## config.mk

```make
export PLATFORM = sky130hd
export DESIGN_NAME = correlator_lock
export DESIGN_NICKNAME = d
export VERILOG_FILES = /design/src/rtl/correlator_lock.sv
export SDC_FILE = /design/constraint.sdc
export NUM_CORES = 1
export LEC_CHECK = 0
export ABC_AREA = 1
export BUFFER_PORTS_ARGS = -buffer_cell sky130_fd_sc_hd__buf_4
export CORE_MARGIN = 4
export CORE_UTILIZATION = 50
export DETAILED_ROUTE_END_ITERATION = 10
export GPL_ROUTABILITY_DRIVEN = 0
export GPL_TIMING_DRIVEN = 0
export HOLD_SLACK_MARGIN = 0.15
export PLACE_DENSITY = 0.69
export SYNTH_ARGS = -nofsm -noshare
export SYNTH_HDL_FRONTEND = slang
export SYNTH_SLANG_ARGS = --single-unit
```

## constraint.sdc

```tcl
create_clock -name clk -period 3.2 [get_ports clk]
set_input_delay 0.64 -clock clk [delete_from_list [all_inputs] [get_ports clk]]
set_output_delay 0.64 -clock clk [all_outputs]
set_load 0.1 [all_outputs]
```

## src/rtl/correlator_lock.sv

```systemverilog
// Integrate-and-dump correlator with a SEARCH/TRACK lock FSM and code-slip requests.
// Optional `CORRELATOR_BIPOLAR_EN: signed +/-1 accumulation with magnitude output.
module correlator_lock #(
  parameter int INT_LEN    = 1024,
  parameter int ACC_W      = 16,
  parameter int OUT_W      = 8,
  parameter int OUT_SHIFT  = 2,
  parameter int LOCK_HITS  = 3,
  parameter int MISS_LIMIT = 2
) (
  input  logic             clk,
  input  logic             rst_n,
  input  logic             en,
  input  logic             start,
  input  logic             sig,
  input  logic             code,
  input  logic [OUT_W-1:0] trigger,
  output logic [OUT_W-1:0] result,
  output logic             result_valid,
  output logic             match,
  output logic             locked,
  output logic             slip
);

  localparam int CNT_W  = $clog2(INT_LEN);
  localparam int HIT_W  = $clog2(LOCK_HITS + 1);
  localparam int MISS_W = $clog2(MISS_LIMIT + 1);
  localparam int SW     = (ACC_W > OUT_W) ? ACC_W : OUT_W;

  localparam logic [CNT_W-1:0]  CNT_LAST  = CNT_W'(INT_LEN - 1);
  localparam logic [HIT_W-1:0]  HIT_LAST  = HIT_W'(LOCK_HITS - 1);
  localparam logic [MISS_W-1:0] MISS_LAST = MISS_W'(MISS_LIMIT - 1);
  localparam logic [OUT_W-1:0]  OUT_MAX   = '1;

  typedef enum logic [1:0] {
    IDLE   = 2'd0,
    SEARCH = 2'd1,
    TRACK  = 2'd2
  } state_t;

  state_t             state, state_n;
  logic [CNT_W-1:0]   cnt;
  logic [HIT_W-1:0]   hit_cnt;
  logic [MISS_W-1:0]  miss_cnt;
  logic               sample_bit;
  logic               take;
  logic               dump;
  logic [ACC_W-1:0]   mag;
  logic [SW-1:0]      shifted;
  logic [OUT_W-1:0]   scaled;
  logic               match_n;
  logic               slip_n;
  logic               lock_reach;
  logic               miss_reach;

  assign sample_bit = ~(sig ^ code);
  // start wins over a coincident dump, so it also gates sample acceptance
  assign take = (state != IDLE) && en && !start;
  assign dump = take && (cnt == CNT_LAST);

`ifdef CORRELATOR_BIPOLAR_EN
  logic signed [ACC_W:0] acc, acc_sum;
  logic        [ACC_W:0] acc_neg;

  always_comb begin
    acc_sum = acc + (sample_bit ? (ACC_W+1)'(1) : '1);
    acc_neg = -acc_sum;
    mag     = acc_sum[ACC_W] ? acc_neg[ACC_W-1:0] : acc_sum[ACC_W-1:0];
  end
`else
  logic [ACC_W-1:0] acc, acc_sum;

  always_comb begin
    acc_sum = acc + ACC_W'(sample_bit);
    mag     = acc_sum;
  end
`endif

  always_comb begin
    shifted = SW'(mag) >> OUT_SHIFT;
    scaled  = (shifted > SW'(OUT_MAX)) ? OUT_MAX : shifted[OUT_W-1:0];
    match_n = (scaled >= trigger);
  end

  // FSM: state register
  always_ff @(posedge clk or negedge rst_n) begin
    if (!rst_n) state <= IDLE;
    else        state <= state_n;
  end

  // FSM: next state
  always_comb begin
    state_n = state;
    if (start) begin
      state_n = SEARCH;
    end else if (dump) begin
      case (state)
        SEARCH:  if (lock_reach) state_n = TRACK;
        TRACK:   if (miss_reach) state_n = SEARCH;
        default: state_n = state;
      endcase
    end
  end

  // FSM: outputs and dump-time decisions
  always_comb begin
    locked     = (state == TRACK);
    lock_reach = (state == SEARCH) && match_n && (hit_cnt == HIT_LAST);
    miss_reach = (state == TRACK) && !match_n && (miss_cnt == MISS_LAST);
    slip_n     = dump && (((state == SEARCH) && !match_n) || miss_reach);
  end

  always_ff @(posedge clk or negedge rst_n) begin
    if (!rst_n) begin
      acc      <= '0;
      cnt      <= '0;
      hit_cnt  <= '0;
      miss_cnt <= '0;
    end else if (start) begin
      acc      <= '0;
      cnt      <= '0;
      hit_cnt  <= '0;
      miss_cnt <= '0;
    end else if (take) begin
      if (dump) begin
        acc <= '0;
        cnt <= '0;
        if (state == SEARCH) begin
          if (!match_n || lock_reach) hit_cnt <= '0;
          else                        hit_cnt <= hit_cnt + HIT_W'(1);
        end else if (state == TRACK) begin
          if (match_n || miss_reach) miss_cnt <= '0;
          else                       miss_cnt <= miss_cnt + MISS_W'(1);
        end
      end else begin
        acc <= acc_sum;
        cnt <= cnt + CNT_W'(1);
      end
    end
  end

  // result and match hold between dumps; the pulses are live for one cycle only
  always_ff @(posedge clk or negedge rst_n) begin
    if (!rst_n) begin
      result       <= '0;
      match        <= 1'b0;
      result_valid <= 1'b0;
      slip         <= 1'b0;
    end else begin
      result_valid <= dump;
      slip         <= slip_n;
      if (dump) begin
        result <= scaled;
        match  <= match_n;
      end
    end
  end

endmodule

```

; Yosys cells after proc, flatten, opt, wreduce, memory -nomap -nowiden
; Cells that the tools add are included.
[word_totals]
reg_bits = 43
inputBits = 14
[op_classes]
addsub = 4
order_cmp = 2
n_eq_ne = 8
muxes = 23
n_bitwise = 2
reduce_logical = 23
[ops]
columns = operator, n
row1 = 16-bit 2-to-1 mux, 3
row2 = 10-bit 2-to-1 mux, 3
row3 = 2-bit 2-to-1 mux, 15
row4 = 16-bit by 1-bit adder with 16-bit output, 1
row5 = 14-bit by 8-bit > comparator with 1-bit output (second input constant), 1
row6 = 10-bit by 1-bit adder with 10-bit output (second input constant), 1
row7 = 10-bit == test (second input constant), 1
row8 = 2-bit nonzero test, 5
row9 = 1-bit logical AND, 9
row10 = 8-bit greater-or-equal comparator, 1
row11 = 8-bit 2-to-1 mux, 1
row12 = 4-bit AND reduction, 2
row13 = 2-bit by 1-bit adder with 2-bit output (second input constant), 2
row14 = 2-bit by 1-bit == test with 1-bit output (second input constant), 2
row15 = 2-bit == test (second input constant), 2
row16 = 2-bit one-hot mux with 2 select lines, 1
row17 = 1-bit logical OR, 3
row18 = 3-bit by 2-bit inequality test with 1-bit output (second input constant), 1
row19 = 3-bit inequality test (second input constant), 1
row20 = 3-bit AND reduction, 1
row21 = 3-bit nonzero test, 1
row22 = 1-bit logical NOT, 2
row23 = 2-bit inequality test (second input constant), 1
row24 = 1-bit NOT, 1
row25 = 1-bit bitwise XOR, 1

; Longest topological paths before layout
[depth]
ltp_word = 16
ltp_mapped = 25
depth_no_buf = 25

; Worst setup path after synthesis
; Ideal clock, no wire load.
[synth_timing]
path_kind = input -> register
start = in code
end = reg state[1]
setup_ns = 0.118
arrival_time_ns = 2.992
required_time_ns = 3.082
setup_slack_ns = 0.090
path_stages = 23
n_path_buf = 0
cell_sequence = xnor2_1 > ha_1 > ha_1 > nand2_2 > nor2_4 > nand3_1 > nand2_1 > nand2_1 > clkinv_2 > nand2_4 > nor2_8 > nand3_2 > ha_1 > nand2_1 > o21bai_1 > nand2_1 > nand2_1 > nand2_1 > nand2_1 > nand2_1 > nand3_1 > nand2_1 > nand2_1
[synth_between]
elab_chain_cells = 11
[synth_rtl]
columns = item, line
row1 = "start, declared", 16  ; input logic code,
row2 = 1-bit bitwise XOR *, 56  ; assign sample_bit = ~(sig ^ code);
row3 = 1-bit NOT *, 56
row4 = 16-bit by 1-bit adder with 16-bit output *, 74  ; acc_sum = acc + ACC_W'(sample_bit);
row5 = 14-bit by 8-bit > comparator with 1-bit output, 81  ; scaled = (shifted > SW'(OUT_MAX)) ? OUT_MAX : shifted[OUT_W-1:0];
row6 = 8-bit 2-to-1 mux *, 81
row7 = via scaled[3], 50  ; logic [OUT_W-1:0] scaled;
row8 = 8-bit greater-or-equal comparator *, 82  ; match_n = (scaled >= trigger);
row9 = 1-bit logical NOT, 109  ; miss_reach = (state == TRACK) && !match_n && (miss_cnt == MISS_LAST);
row10 = 1-bit logical AND (2 in a row), 109
row11 = 3-bit by 2-bit inequality test with 1-bit output (no line), --
row12 = 4-bit AND reduction (no line) *, --
row13 = "end signal, assigned", 88  ; else state <= state_n;
row14 = "end, declared", 41  ; state_t state, state_n;
; The timed path passes the listed nets; every way through them passes the cells marked *.
; A chain may end at the register's enable or synchronous reset.

; Worst setup path in the final report
[layout_timing]
start = in sig
end = reg state[1]
[layout_between]
elab_chain_cells = 11
[layout_rtl]
columns = item, line
row1 = "start, declared", 15  ; input logic sig,
row2 = 1-bit bitwise XOR *, 56
row3 = 1-bit NOT *, 56
row4 = 16-bit by 1-bit adder with 16-bit output *, 74
row5 = 14-bit by 8-bit > comparator with 1-bit output, 81
row6 = 8-bit 2-to-1 mux *, 81
row7 = via scaled[7], 50
row8 = 8-bit greater-or-equal comparator *, 82
row9 = 1-bit logical NOT, 109
row10 = 1-bit logical AND (2 in a row), 109
row11 = 3-bit by 2-bit inequality test with 1-bit output (no line), --
row12 = 4-bit AND reduction (no line) *, --
; Marks and branches as above.

==> qor.txt <==
====================================================================================
Depth of the critical timing path with buffers and inverters included             22
Cell with the biggest individual delay on the critical path             sky130_fd_sc_hd__ha_4
Detail-routed via count per cell                                                5.04
Quantity of hold-fixing buffers added after cts                                    0
Transition time at the pin with the least slew margin                       0.572 ns
Maximum number of pins on one net before global-route repair                      44
Cell area after placement                                                   2990 µm²
Startpoint type of the worst setup path                                    input pin
Post-route total power                                                       1.51 mW
Setup repair after global routing missed its margin                              yes
Cell-by-cell listing of the critical path                               buf_8 > xnor2_4 > ha_4 > ha_4 > nand2_4 > nor2_4 > nand3_2 > nand2_1 > nand2_1 > clkinv_2 > nand2_4 > nor2_8 > nand3_2 > ha_4 > nand2_1 > o21a_1 > nand2_4 > nand2_2 > nand2_2 > nand3_2 > nand2_1 > nand2_1
Worst clock skew                                                           0.0121 ns
Number of enable flip-flop cells after synthesis                                   0
WP data arrival                                                              3.33 ns
Maximum operating frequency                                                  319 MHz
Async SR Flop Fraction                                                          1.00
Instance count of the mapped netlist                                             339
Number of I/O port buffers                                                        24
VDD IR-drop max                                                               404 µV
Initial cell density of the core                                               0.523
Outcome                                                                 complete, no violations
Register clock-pin slew on the reported worst setup and hold paths           0.09 ns
Layout Area Growth over Synthesis                                              23.5%
Routed vias                                                                     2262
Count of max-cap constraint violations                                             0
Cell area after synthesis                                                   2720 µm²
Final hold viol count                                                              0
Length of the first detailed-routing pass in iterations                            4
Clock insertion delay at the later pin of the skew report                    0.30 ns
Worst setup path endpoint                                                   state[1]
Average wire per standard cell                                               13.4 µm
Cell chosen for the clock root                                          sky130_fd_sc_hd__clkbuf_8
Final setup violation count                                                        0
H-tree level count                                                                 2
Yosys reg bits                                                                    43
DRC errors left                                                                    0
Number of buffers added by the clock tree synthesis step                           5
Worst endpoint required time                                                 3.39 ns
Period Utilization, post-route                                                 0.981
PD cells                                                                  450 nW/µm²
Iteration-0 DRC Markers                                                          110
Distinct cell type count of the synthesized netlist                               35
Overflow after GRT                                                                 0
Final critical-path required period                                          3.14 ns
Critical path buffer and inverter count                                            2
Mean instance size in the synthesized netlist                               8.03 µm²
Worst path top cell family by delay                                     simple AND/OR/NAND/NOR gates
Layout cell share with drive strength beyond 1                                 0.288
Placeable core region                                                       5200 µm²
Cell Count, Final, Fillers Out                                                   449
Type of the worst setup path                                                  in2reg
Util after Layout                                                              0.646
Max Slew Vio Count                                                                 0
Top-Level Pins                                                                    26
Placed wire-length estimate after detailed placement                         4.11 mm
Worst setup slack after placement                                          -0.470 ns
Synth Net Count                                                                  367
Post-detailed-route count of antenna-violating nets                                0
Site row count                                                                    26
Cell count after placement                                                       433
Nets                                                                             406
Reg-to-Reg Start                                                              acc[0]
Proportion of synthesized chip area in sequential cells                        0.395
Clock Sink Count                                                                  43
Count of warnings emitted by yosys                                                 0
Maximum fanout count along the critical path                                       8
All-layer global routing usage                                                 0.194
Crit. Startpoint                                                                 sig
Diodes inserted                                                                    0
Final worst slack                                                          0.0624 ns
Antenna violations before repair                                                   0
Die outline height                                                           81.8 µm
Worst reg-to-reg path cell count                                                  20
Detailed Route WL                                                            6.00 mm
Layout Cell Area excl Fill                                                  3360 µm²
Endpoint kind of the worst setup timing path                               flip-flop
Horiz. Die Dim                                                               81.8 µm
Worst path most repeated cell                                           sky130_fd_sc_hd__nand2_1
Largest stage delay on the critical path                                     0.29 ns
Area of the die                                                             6690 µm²
Number of buffers on the longest clock path                                        2
Relative slew slack                                                            0.619
Class of the worst hold path                                                in2async
Capture instance of the worst register-to-register path                     state[1]
Most instantiated flip-flop cell in the synthesis netlist               sky130_fd_sc_hd__dfrtp_1
Via count of the first global-routing pass                                      2248
Leakage Power                                                                1.67 nW
FF-to-FF setup slack                                                         0.27 ns
First-pass GRT wire length                                                   10.0 mm
Clock tree from TritonCTS                                                       done
====================================================================================
metal layers:
| layer | GRT usage | share of wire | up-vias |
|---|---|---|---|
| li1 | - | - | 1175 |
| met1 | 0.253 | 0.47 | 1050 |
| met2 | 0.319 | 0.48 | 30 |
| met3 | 0.0493 | 0.034 | 7 |
| met4 | 0.0548 | 0.011 | 0 |
| met5 | 0 | 0 | - |
logic make-up after synthesis:
logic type               Yosys count  synth area share
AO/OA/AOI/OAI                     36            0.0846
flip-flops                        43             0.395
XOR/XNOR                           9            0.0290
buffers and inverters             50            0.0713
AND/OR/NAND/NOR                  187             0.355
adder cells (fa/ha/maj)           14            0.0644
metrics by stage:
stage / setup TNS [ns] / hold slack [ns]
2_1_floorplan: 0 / 0.344
3_3_place_gp: -2.92 / 0.465
3_5_place_dp: -2.92 / 0.466
4_1_cts: 0 / 0.350
5_1_grt: -0.418 / 0.361
6_report: 0 / 0.320
placed cells by master, fill, tap and decap left out, drive strengths merged, types with 2 or more instances in the layout:
cell type  synthesis  routed
o22ai              5       5
xor2               3       3
o21ai             11      11
o21a               2       2
nor3               5       5
a22o               3       3
dfrtp             43      43
a21oi              7       7
nor2              50      50
nand4              8       8
inv               45      45
nand3             24      24
a211oi             7       7
nand3b             2       2
buf                2      34
xnor2              6       6
ha                14      14
clkbuf             2       9
nand2             96      96
cell usage after synthesis, drive strengths merged, types with 2 or more instances:
cell type  number  area share
nand3b          2      0.0069
clkbuf          2      0.0028
o21ai          11       0.020
a21oi           7       0.016
ha             14       0.064
nand2          96        0.15
xor2            3      0.0097
o21a            2      0.0055
dfrtp          43        0.40
inv            45       0.062
nor3            5       0.013
buf             2      0.0046
a22o            3      0.0097
a211oi          7       0.019
nand4           8       0.018
nor2           50       0.096
nand3          24       0.064
o22ai           5       0.011
xnor2           6       0.019
sequential cells by signal (all words and copies together), names as in the netlist:
signal / flops
cnt: 10
hit_cnt: 2
result_valid: 1
slip: 1
acc: 16
match: 1
result: 8
miss_cnt: 2
state: 2
where the power goes:
part / internal [mW] / switching (mW)
logic: 0.172 / 0.290
clock network: 0.197 / 0.200
registers: 0.598 / 0.0538
what timing repair did:
action                                  4_1_cts  5_1_grt
resized for setup                             9       28
endpoints found under the setup margin        8        8
pin swaps                                     5       19
setup buffers                                 4        4
layout make-up:
| cell class | count | area [µm²] |
|---|---|---|
| plain buffers | 4 | 20.0 |
| clock inverters | 1 | 7.51 |
| inverters | 46 | 174 |
| well taps | 70 | 87.6 |
| repair buffers | 32 | 255 |
| multi-input cells | 246 | 1640 |
| flip-flops and latches | 43 | 1080 |
| fillers | 442 | 1840 |
| clock buffers | 7 | 96.3 |
worst reg2reg max path: stages, from the launching register on:
cell                       delay (ns)
sky130_fd_sc_hd__dfrtp_1         0.43
sky130_fd_sc_hd__ha_4            0.18
sky130_fd_sc_hd__ha_4            0.14
sky130_fd_sc_hd__nand2_4         0.06
sky130_fd_sc_hd__nor2_4          0.21
sky130_fd_sc_hd__nand3_2         0.10
sky130_fd_sc_hd__nand2_1         0.06
sky130_fd_sc_hd__nand2_1         0.06
sky130_fd_sc_hd__clkinv_2        0.07
sky130_fd_sc_hd__nand2_4         0.06
sky130_fd_sc_hd__nor2_8          0.23
sky130_fd_sc_hd__nand3_2         0.15
sky130_fd_sc_hd__ha_4            0.29
sky130_fd_sc_hd__nand2_1         0.08
sky130_fd_sc_hd__o21a_1          0.25
sky130_fd_sc_hd__nand2_4         0.11
sky130_fd_sc_hd__nand2_2         0.06
sky130_fd_sc_hd__nand2_2         0.08
sky130_fd_sc_hd__nand3_2         0.08
sky130_fd_sc_hd__nand2_1         0.07
sky130_fd_sc_hd__nand2_1         0.04
how the worst min path moves through the flow:
stage	slack, ns	cells past startpoint	from	endpoint
floorplan	0.34	0	rst_n	acc[0]
global placement	0.46	2	result[2]	result[2]
detailed placement	0.47	2	result[5]	result[5]
CTS	0.35	1	rst_n	cnt[1]
global route	0.36	1	rst_n	acc[10]
finish	0.32	1	rst_n	acc[12]
Power figures use the tool's default switching activity.
